## config.mk

```make
export PLATFORM = sky130hd
export DESIGN_NAME = prog_loader
export DESIGN_NICKNAME = d
export VERILOG_FILES = /design/src/rtl/loader_pkg.sv /design/src/rtl/instr_encoder.sv /design/src/rtl/prog_loader.sv
export SDC_FILE = /design/constraint.sdc
export NUM_CORES = 1
export LEC_CHECK = 0
export BUFFER_PORTS_ARGS = -buffer_cell sky130_fd_sc_hd__buf_4
export CAP_MARGIN = 20
export CORE_ASPECT_RATIO = 0.7
export CORE_MARGIN = 2
export CORE_UTILIZATION = 54
export DETAILED_ROUTE_END_ITERATION = 10
export PLACE_DENSITY = 0.85
export SETUP_SLACK_MARGIN = 0.02
export SKIP_LAST_GASP = 1
export SLEW_MARGIN = 15
export SYNTH_ARGS = -nofsm -noshare
export SYNTH_HDL_FRONTEND = slang
export SYNTH_SLANG_ARGS = --single-unit
```

## constraint.sdc

```tcl
create_clock -name clk -period 4.41 [get_ports clk]
set_input_delay 0.441 -clock clk [delete_from_list [all_inputs] [get_ports clk]]
set_output_delay 0.441 -clock clk [all_outputs]
set_load 0.03 [all_outputs]
```

## src/rtl/loader_pkg.sv

```systemverilog
// Shared constants for the program loader: opcodes, instruction field bounds,
// error codes and FSM state encodings.
package loader_pkg;

    // Opcodes
    localparam logic [2:0] OP_ADD  = 3'b000;
    localparam logic [2:0] OP_SUB  = 3'b001;
    localparam logic [2:0] OP_DIV  = 3'b010;
    localparam logic [2:0] OP_MUL  = 3'b011;
    localparam logic [2:0] OP_MCLR = 3'b100;
    localparam logic [2:0] OP_HLT  = 3'b101;
    localparam logic [2:0] OP_MRD  = 3'b110;
    localparam logic [2:0] OP_MWR  = 3'b111;

    // Instruction word field bounds, matching the fetch/decode split
    localparam int OPC_HI = 31;
    localparam int OPC_LO = 29;
    localparam int SRC_HI = 28;
    localparam int SRC_LO = 27;
    localparam int DST_HI = 26;
    localparam int DST_LO = 25;
    localparam int IMM_HI = 24;
    localparam int IMM_LO = 0;

    // Error codes
    localparam logic [1:0] ERR_NONE   = 2'b00;
    localparam logic [1:0] ERR_VERIFY = 2'b01;
    localparam logic [1:0] ERR_CAP    = 2'b10;

    // FSM states
    localparam logic [2:0] IDLE    = 3'd0;
    localparam logic [2:0] CLEAR   = 3'd1;
    localparam logic [2:0] ACCEPT  = 3'd2;
    localparam logic [2:0] WRITE   = 3'd3;
    localparam logic [2:0] VERIFY  = 3'd4;
    localparam logic [2:0] ADVANCE = 3'd5;
    localparam logic [2:0] DONE    = 3'd6;
    localparam logic [2:0] ERR     = 3'd7;

endpackage

```

## src/rtl/instr_encoder.sv

```systemverilog
// Combinational packing of decoded instruction fields into one 32-bit word.
module instr_encoder
    import loader_pkg::*;
(
    input  logic [2:0]  opcode,
    input  logic [1:0]  fonte,
    input  logic [1:0]  dest,
    input  logic [24:0] imediato,
    output logic [31:0] word
);

    // Place each field at its decode position
    always_comb begin
        word                 = '0;
        word[OPC_HI:OPC_LO]  = opcode;
        word[SRC_HI:SRC_LO]  = fonte;
        word[DST_HI:DST_LO]  = dest;
        word[IMM_HI:IMM_LO]  = imediato;
    end

endmodule

```

## src/rtl/prog_loader.sv

```systemverilog
// Program loader: clears instruction memory, then writes a stream of packed
// instructions to sequential addresses, optionally verifying each by read-back.
module prog_loader
    import loader_pkg::*;
#(
    parameter logic [31:0] BASE_ADDR = 32'd0,
    parameter logic [31:0] ADDR_STEP = 32'd1,
    parameter int unsigned MAX_WORDS = 256,
    parameter bit          VERIFY_EN = 1'b1
) (
    input  logic        clk,
    input  logic        rst,
    input  logic        start,
    input  logic        in_valid,
    output logic        in_ready,
    input  logic [2:0]  in_opcode,
    input  logic [1:0]  in_fonte,
    input  logic [1:0]  in_dest,
    input  logic [24:0] in_imm,
    input  logic        in_last,
    output logic        Op2En,
    output logic        Op2RW,
    output logic        M_Clear,
    output logic [31:0] R_W_Addr,
    output logic [31:0] DataWrite,
    input  logic [31:0] DataRead,
    output logic        busy,
    output logic        done,
    output logic [1:0]  error,
    output logic [15:0] word_count
);

    logic [2:0]  state_q, state_d;
    logic [31:0] addr_d;
    logic [31:0] data_d;
    logic [15:0] count_d;
    logic [1:0]  error_d;
    logic        last_q, last_d;
    logic [31:0] enc_word;
    logic        cap_hit;

    instr_encoder u_encoder (
        .opcode   (in_opcode),
        .fonte    (in_fonte),
        .dest     (in_dest),
        .imediato (in_imm),
        .word     (enc_word)
    );

    assign in_ready = (state_q == ACCEPT);
    assign cap_hit  = ((32'(word_count) + 32'd1) == 32'(MAX_WORDS));

    // Next-state and datapath updates
    always_comb begin
        state_d = state_q;
        addr_d  = R_W_Addr;
        data_d  = DataWrite;
        count_d = word_count;
        error_d = error;
        last_d  = last_q;
        case (state_q)
            IDLE, DONE, ERR: begin
                if (start) begin
                    state_d = CLEAR;
                    addr_d  = BASE_ADDR;
                    count_d = '0;
                    error_d = ERR_NONE;
                end
            end
            CLEAR:   state_d = ACCEPT;
            ACCEPT: begin
                if (in_valid) begin
                    data_d  = enc_word;
                    // A halt always ends the program, even without in_last
                    last_d  = in_last | (in_opcode == OP_HLT);
                    state_d = WRITE;
                end
            end
            WRITE:   state_d = VERIFY_EN ? VERIFY : ADVANCE;
            VERIFY: begin
                if (DataRead != DataWrite) begin
                    error_d = ERR_VERIFY;
                    state_d = ERR;
                end else begin
                    state_d = ADVANCE;
                end
            end
            ADVANCE: begin
                count_d = word_count + 16'd1;
                addr_d  = R_W_Addr + ADDR_STEP;
                if (last_q) begin
                    state_d = DONE;
                end else if (cap_hit) begin
                    error_d = ERR_CAP;
                    state_d = ERR;
                end else begin
                    state_d = ACCEPT;
                end
            end
            default: state_d = IDLE;
        endcase
    end

    // State and registered outputs; strobes decode the state being entered
    always_ff @(posedge clk) begin
        if (rst) begin
            state_q    <= IDLE;
            R_W_Addr   <= BASE_ADDR;
            DataWrite  <= '0;
            word_count <= '0;
            error      <= ERR_NONE;
            last_q     <= 1'b0;
            Op2En      <= 1'b0;
            Op2RW      <= 1'b0;
            M_Clear    <= 1'b0;
            busy       <= 1'b0;
            done       <= 1'b0;
        end else begin
            state_q    <= state_d;
            R_W_Addr   <= addr_d;
            DataWrite  <= data_d;
            word_count <= count_d;
            error      <= error_d;
            last_q     <= last_d;
            Op2En      <= (state_d == WRITE) || (state_d == VERIFY);
            Op2RW      <= (state_d == WRITE);
            M_Clear    <= (state_d == CLEAR);
            busy       <= (state_d == CLEAR) || (state_d == ACCEPT) || (state_d == WRITE) ||
                          (state_d == VERIFY) || (state_d == ADVANCE);
            done       <= (state_d == DONE);
        end
    end

endmodule

```

==> results of run 1 <==
==> flip-flops by register name (all words and copies together) (netlist names) <==
| register | cells |
|---|---|
| DataWrite | 32 |
| M_Clear | 1 |
| Op2En | 1 |
| Op2RW | 1 |
| R_W_Addr | 32 |
| busy | 1 |
| done | 1 |
| error | 2 |
| last_q | 1 |
| state_q | 3 |
| word_count | 16 |
==> worst reg2reg max path: cells and delay by family (launching register included) <==
kind             cells  cell delay, ns
flip-flops           1            0.64
AND/OR/NAND/NOR      6            2.15
AO/OA/AOI/OAI        1            0.14
==> how the worst min path moves through the flow <==
stage | startpoint | end | slack, ns | cells after the start
after floorplan | last_q | last_q | 0.48 | 2
after global placement | DataWrite[2] | DataWrite[2] | 0.47 | 2
after detailed placement | DataWrite[27] | DataWrite[27] | 0.48 | 2
after CTS | in_imm[10] | DataWrite[10] | 0.34 | 3
after global routing | in_imm[0] | DataWrite[0] | 0.35 | 3
final | in_imm[3] | DataWrite[3] | 0.35 | 3
==> cell type report <==
class,count,area (sq um)
clock buffers,11,242.7
clock inverters,4,98.84
fillers,644,2240
inverters,5,18.77
multi-input cells,464,2619
flip-flops and latches,91,1822
well taps,105,131.4
repair buffers,159,1201
==> kinds of logic (layout without fill, tap and decap cells) <==
logic type / after synthesis / in the layout
AO/OA/AOI/OAI: 145 / 145
buffers and inverters: 43 / 179
XOR/XNOR: 38 / 38
flip-flops: 91 / 91
AND/OR/NAND/NOR: 275 / 275
adder cells (fa/ha/maj): 3 / 3
multiplexers: 3 / 3
==> power by group <==
group	switching, uW	internal (uW)
logic	120	95.2
clock network	309	567
registers	18.2	837
==> metrics by stage <==
| stage | instance area (sq um) | util, % | hold slack, ns |
|---|---|---|---|
| 2_1_floorplan | 4601 | - | 0.4837 |
| 3_3_place_gp | 5776 | 68.98 | 0.4715 |
| 3_5_place_dp | 5776 | 68.98 | 0.4777 |
| 4_1_cts | 6117 | 73.06 | 0.3351 |
| 5_1_grt | 6133 | 73.25 | 0.3453 |
| 6_report | 6133 | 73.25 | 0.3479 |
==> layout by cell type, fill, tap and decap left out, types with 4 or more instances in the layout <==
| master | instances |
|---|---|
| or3_1 | 11 |
| nand2b_1 | 5 |
| inv_1 | 5 |
| a21oi_1 | 81 |
| or2_2 | 4 |
| o21ai_0 | 22 |
| clkbuf_16 | 9 |
| buf_4 | 158 |
| and2_1 | 5 |
| nand2_1 | 105 |
| nand3_1 | 22 |
| xnor2_1 | 35 |
| nor2_1 | 46 |
| nand4_1 | 17 |
| nor4_1 | 5 |
| a311oi_1 | 7 |
| and4_1 | 4 |
| nor3_1 | 14 |
| dfxtp_1 | 91 |
| and3_1 | 15 |
| o211ai_1 | 11 |
==> metal layers <==
metal,wire length [um],part of all wire (%),vias to the layer above
met5,0,0,-
met4,246,1.8,0
met3,833,6.1,25
met2,6515,48,183
met1,5976,44,2257
li1,-,-,2379
==> results by group, run 1 <==
Run status
  – Status: finished clean

Route
  – Starting DRC count in detailed routing: ~420
  – Drt pass-1 iters: 5
  – Drt via density: about 5.8
  – Wirelength per Cell: 16.18 um
  – Total wire length: ~14 mm
  – DR vias: approximately 4800
  – Antenna-violating nets left: 0
  – DRC Markers: 0

Min path
  – HP Class: input pin to flip-flop

Final layout
  – Post-Layout Cell Count: between 800 and 900
  – Final nets: approximately 800
  – Synthesis-to-finish area growth: 33.32%
  – Share of post-route cells with drive strength above 1: between 20% and 30%
  – Antenna diode count: 0

Setup path
  – Req. time, crit path: 4.67 ns
  – Reg2Reg Setup Slack: ~1.4 ns
  – CP Buf/Inv Count: 0
  – Top Family by Delay on Critical Path: simple AND/OR/NAND/NOR gates
  – CP startpoint: state_q[2]
  – Crit path depth: 7
  – FF-to-FF Start: state_q[2]
  – Kind of critical path: flip-flop to flip-flop
  – Reg2reg end: R_W_Addr[31]
  – Worst Setup Start Kind: flip-flop
  – Critical Path, Cell by Cell: nand3b_4 > or4_1 > or3_4 > nor2_4 > nand2_2 > or3_1 > a21oi_1
  – CP Capture Type: flip-flop
  – Critical Path End: R_W_Addr[31]
  – Critical Path AT: around 3.3 ns
  – Max incr delay on CP: approximately 0.67 ns
  – Cell count of the worst reg-to-reg path: 7
  – Slowest cell on crit path: or4_1
  – CP Max Fanout: 34

Synth
  – Syn Nets: 670
  – Ys async rst share: 0%
  – Post-Synth Adder-Cell Area: 0.8159%
  – Cell Area, Synth: 0.004601 sq mm
  – Yosys reg bits: between 90 and 100
  – Largest family of logic cells by synthesized area: simple AND/OR/NAND/NOR gates
  – Syn Inst Count: roughly 600
  – Ys Warns: 0
  – Sequential cell area fraction in the yosys report: between 30 and 40%
  – Top-count cell post-synth: nand2_1
  – Synth Area in Simple Gates: between 20% and 30%
  – Commonest cells in the netlist: nand2_1, dfxtp_1, a21oi_1, nor2_1, xnor2_1
  – Post-Synth XOR/XNOR Area: slightly above 7%
  – Synth Area in Compound Gates: a little under a fifth
  – Yosys top cell area share: just under 40%
  – Area contributors post-synth: dfxtp_1, a21oi_1, nand2_1, xnor2_1, nor2_1
  – Distinct cells, synth: 52
  – Area leader, netlist: dfxtp_1
  – Ys flop type: dfxtp_1
  – Mux cell area share after synthesis: 0.7071%
  – Mean post-synth cell area: approximately 7.7 sq um
  – EDFF count, synth: 0

Die
  – Core area: about 0.0084 sq mm
  – Initial Util: a little over half
  – DIE HEIGHT: slightly above 80 um
  – Full die area: between 0.009 and 0.01 sq mm
  – Row count: 28
  – Die width: roughly 110 um
  – I/O pin count: ~160

Placement
  – Placed cell count: between 800 and 900
  – IO buf count: 156
  – Worst slack, placed: 1.480 ns
  – Placer congestion estimate: 0.8974
  – HPWL after detailed placement: between 9 and 10 mm

Power
  – Leak pwr: about 0.0024 uW
  – Peak supply drop: around 0.00023 V
  – PD cells: about 320 mW/mm^2
  – Tot Pwr: a little under 2000 uW

Global route
  – Met3 Usage GRT: between 5 and 6%
  – Global routing usage on met1: 39.46%
  – Grt peak-use layer: met2
  – Tot GR Track Use: 28.33%
  – Global-route wire length before repair: ~21 mm
  – Gr ovfl total: 0
  – Largest net degree at the start of global routing: between 90 and 100
  – Met2 Use GR: between 40% and 50%
  – Initial antenna violation count: 0
  – Number of global-route vias before repair: between 4000 and 5000

Clocking
  – CTS sink cnt: 91
  – Post-CTS setup buffer count: 0
  – # H-tree levels: 3
  – Clk pin slew, worst setup/hold paths: 0.06 ns
  – Num CTS Buffers: 9
  – Clk_lat worst skew: around 0.34 ns
  – CTS hold repair buffers: 0
  – TritonCTS clock tree: yes
  – Max Root-Sink Buffers: 2
  – CTS resizes: 0
  – Clock Tree Root: clkbuf_16

Timing
  – Fin. Hold Viols: 0
  – Maximum clock frequency: about 330 MHz
  – Final period util: between 60% and 70%
  – Unrepaired setup endpoints after global routing: false
  – Fin. max-slew vios: 0
  – Clock skew: ~0.005 ns
  – Worst setup margin: roughly 1.4 ns
  – Max_slew headroom: a little under two fifths
  – Worst Tran Pin Value: approximately 0.94 ns
  – Min cycle time layout: roughly 3.0 ns
  – Final setup fails: 0
  – Post-Route Setup TNS: 0 ns

Flow run
  – Max-Cap Viols: 0
No activity file was read; power rests on OpenSTA's default activity.
==> run 2, diff against run 1 <==
CORE_UTILIZATION = 46   (was 54)
PLACE_DENSITY = 0.77   (was 0.85)
clock period = 2.6 ns   (was 4.41 ns; I/O delays follow)
==> run 2 against run 1 <==
  * Clock power rose by 62%
  * Sequential power grew 68%
  * Global-route usage decreased by 3.7 points
  * Hold slack worse by 0.19 ns
  * Non-clock buffer count grew 11
  * Final area increased by 1.7%
  * Combinational power is 78% higher
  * Largest power group is now registers
==> results by group, run 2 (synthesis gave the netlist of run 1 again) <==
Setup path
  – Req. time, crit path: 2.83 ns (-1.84 ns)
  – Crit path depth: 8 (+1)
  – Kind of critical path: flip-flop to flip-flop
  – Top Family by Delay on Critical Path: simple AND/OR/NAND/NOR gates
  – Cell count of the worst reg-to-reg path: 8 (+1)
  – Max incr delay on CP: 0.47 ns (-0.20 ns)
  – CP Capture Type: flip-flop
  – Worst Setup Start Kind: flip-flop
  – Critical Path AT: 2.68 ns (-0.58 ns)
  – CP startpoint: word_count[0]
  – Reg2Reg Setup Slack: 0.15 ns (-1.26 ns)
  – Slowest cell on crit path: or4b_1
  – Critical Path End: done
  – CP Buf/Inv Count: 0 (unchanged)
  – CP Max Fanout: 7 (-79%)
  – Reg2reg end: done
  – Critical Path, Cell by Cell: ha_1 > nand3_1 > nor3_1 > or4b_1 > a211o_1 > nor4_4 > o221ai_2 > and3_1
  – FF-to-FF Start: word_count[0]

Global route
  – Gr ovfl total: 0 (unchanged)
  – Number of global-route vias before repair: 4357 (+3.8%)
  – Initial antenna violation count: 0 (unchanged)
  – Global-route wire length before repair: 21.25 mm (+1.2%)
  – Largest net degree at the start of global routing: 52 (-43%)
  – Tot GR Track Use: 24.63% (-3.7 points)

Die
  – Full die area: 0.01083 sq mm (+17%)
  – DIE HEIGHT: 87.67 um (+7.9%)
  – Row count: 30 (+7.1%)
  – I/O pin count: 157 (unchanged)
  – Die width: 123.5 um (+8.1%)
  – Initial Util: 47.32% (-7.6 points)
  – Core area: 0.009722 sq mm (+16%)

Placement
  – HPWL after detailed placement: 9.721 mm (+0.81%)
  – Dpl cell area: 0.005894 sq mm (+2.1%)
  – IO buf count: 156 (unchanged)
  – Placer congestion estimate: 0.8927 (-0.52%)

Final layout
  – Final nets: 813 (+1.4%)
  – Most common cell after layout, fill and taps aside: buf_4
  – Fill cells: 788 (+22%)
  – Multi-input gate area: 0.002635 sq mm (+0.62%)
  – Antenna diode count: 0 (unchanged)
  – Design area: 0.006238 sq mm (+1.7%)
  – Most frequent cells in the layout: buf_4, nand2_1, dfxtp_1, a21oi_1, nor2_1
  – Storage element area: 0.001822 sq mm (unchanged)
  – Synthesis-to-finish area growth: 35.60%
  – Share of post-route cells with drive strength above 1: 26.94% (+1.5 points)
  – Regs by FF count: DataWrite (32), R_W_Addr (32), word_count (16)

Clocking
  – TritonCTS clock tree: yes
  – # H-tree levels: 3 (unchanged)
  – Clock Tree Root: clkbuf_16
  – Num CTS Buffers: 9 (unchanged)
  – Max Root-Sink Buffers: 2 (unchanged)
  – Clk pin slew, worst setup/hold paths: 0.07 ns (about the same)
  – CTS hold repair buffers: 0 (unchanged)
  – CTS sink cnt: 91 (unchanged)
  – Clk_lat worst skew: 0.34 ns (about the same)

Power
  – Peak supply drop: 0.0003429 V (+50%)
  – Tot Pwr: 3246 uW (+67%)
  – Leak pwr: 0.002453 uW (+1.7%)
  – PD cells: 520.3 mW/mm^2 (+64%)

Route
  – Drt pass-1 iters: 5 (unchanged)
  – Wirelength per Cell: 15.52 um (-4.1%)
  – Starting DRC count in detailed routing: 463 (+10%)
  – Antenna-violating nets left: 0 (unchanged)
  – DRC Markers: 0 (unchanged)
  – DR vias: 4884 (+0.83%)
  – Drt via density: 5.588 (-3.2%)
  – Total wire length: 13.56 mm (about the same)

Timing
  – Min cycle time layout: 2.452 ns (-0.5518 ns)
  – Worst Tran Pin Value: 0.5635 ns (-0.3742 ns)
  – Fin. max-slew vios: 0 (unchanged)
  – Post-Route Setup TNS: 0 ns (unchanged)
  – Fin. Hold Viols: 0 (unchanged)
  – Max_slew headroom: 62.30% (+25 points)
  – Final setup fails: 0 (unchanged)
  – Clock skew: 0.008278 ns (+0.003258 ns)
  – Maximum clock frequency: 407.9 MHz (+23%)
  – Final period util: 94.30% (+26 points)
  – Worst hold slack: 0.1573 ns (-0.1906 ns)

Flow run
  – Max-Cap Viols: 0 (unchanged)

Run status
  – Status: finished clean

Min path
  – HP Class: input pin to flip-flop
==> run 2: worst min-delay path by stage <==
| stage | from | endpoint | slack [ns] | depth (start not counted) |
|---|---|---|---|---|
| after global routing | in_imm[9] | DataWrite[9] | 0.15 | 3 |
| after CTS | in_imm[9] | DataWrite[9] | 0.15 | 3 |
| after floorplan | in_imm[0] | DataWrite[0] | 0.40 | 2 |
| after global placement | DataWrite[11] | DataWrite[11] | 0.47 | 2 |
| final | in_imm[9] | DataWrite[9] | 0.16 | 3 |
| after detailed placement | DataWrite[27] | DataWrite[27] | 0.48 | 2 |
==> run 2: tightest hold or removal path: stages <==
cell,delay (ns)
buf_4,0.11
nand2_1,0.04
a21oi_1,0.05
==> run 2: layout make-up <==
cell class                      count  share of cell area (%)
Timing Repair Buffer              170                   20.46
Multi-Input combinational cell    464                   42.24
Clock inverter                      7                   1.625
Clock buffer                        9                   3.610
Sequential cell                    91                   29.20
Inverter                            5                  0.3008
Tap cell                          128                   2.567
==> run 2: stage by stage <==
step / std cells / setup slack [ns] / util (%)
3_3_place_gp: 858 / 0.2186 / 60.63
4_1_cts: 874 / 0.09074 / 63.99
5_1_grt: 874 / -0.02070 / 64.17
2_1_floorplan: 598 / 0.03611 / -
3_5_place_dp: 858 / 0.1084 / 60.63
6_report: 874 / 0.1483 / 64.17
==> run 2: what timing repair did <==
item                                    CTS  global route
endpoints found under the setup margin    0             6
gates resized for setup                   0             3
buffers inserted                          0             0
==> run 2: power breakdown <==
group / leakage [uW] / switching, uW / internal, uW
Sequential: 0.000735 / 22.7 / 1420
Clock: 0.000152 / 574 / 849
Combinational: 0.00157 / 215 / 167
==> run 2: per-layer routing <==
| metal | track usage [%] | up-vias | part of all wire, % |
|---|---|---|---|
| met2 | 37.11 | 175 | 47 |
| met1 | 34.19 | 2275 | 46 |
| li1 | - | 2406 | - |
| met5 | 0 | - | 0 |
| met4 | 9.194 | 0 | 2.1 |
| met3 | 6.120 | 28 | 5.5 |
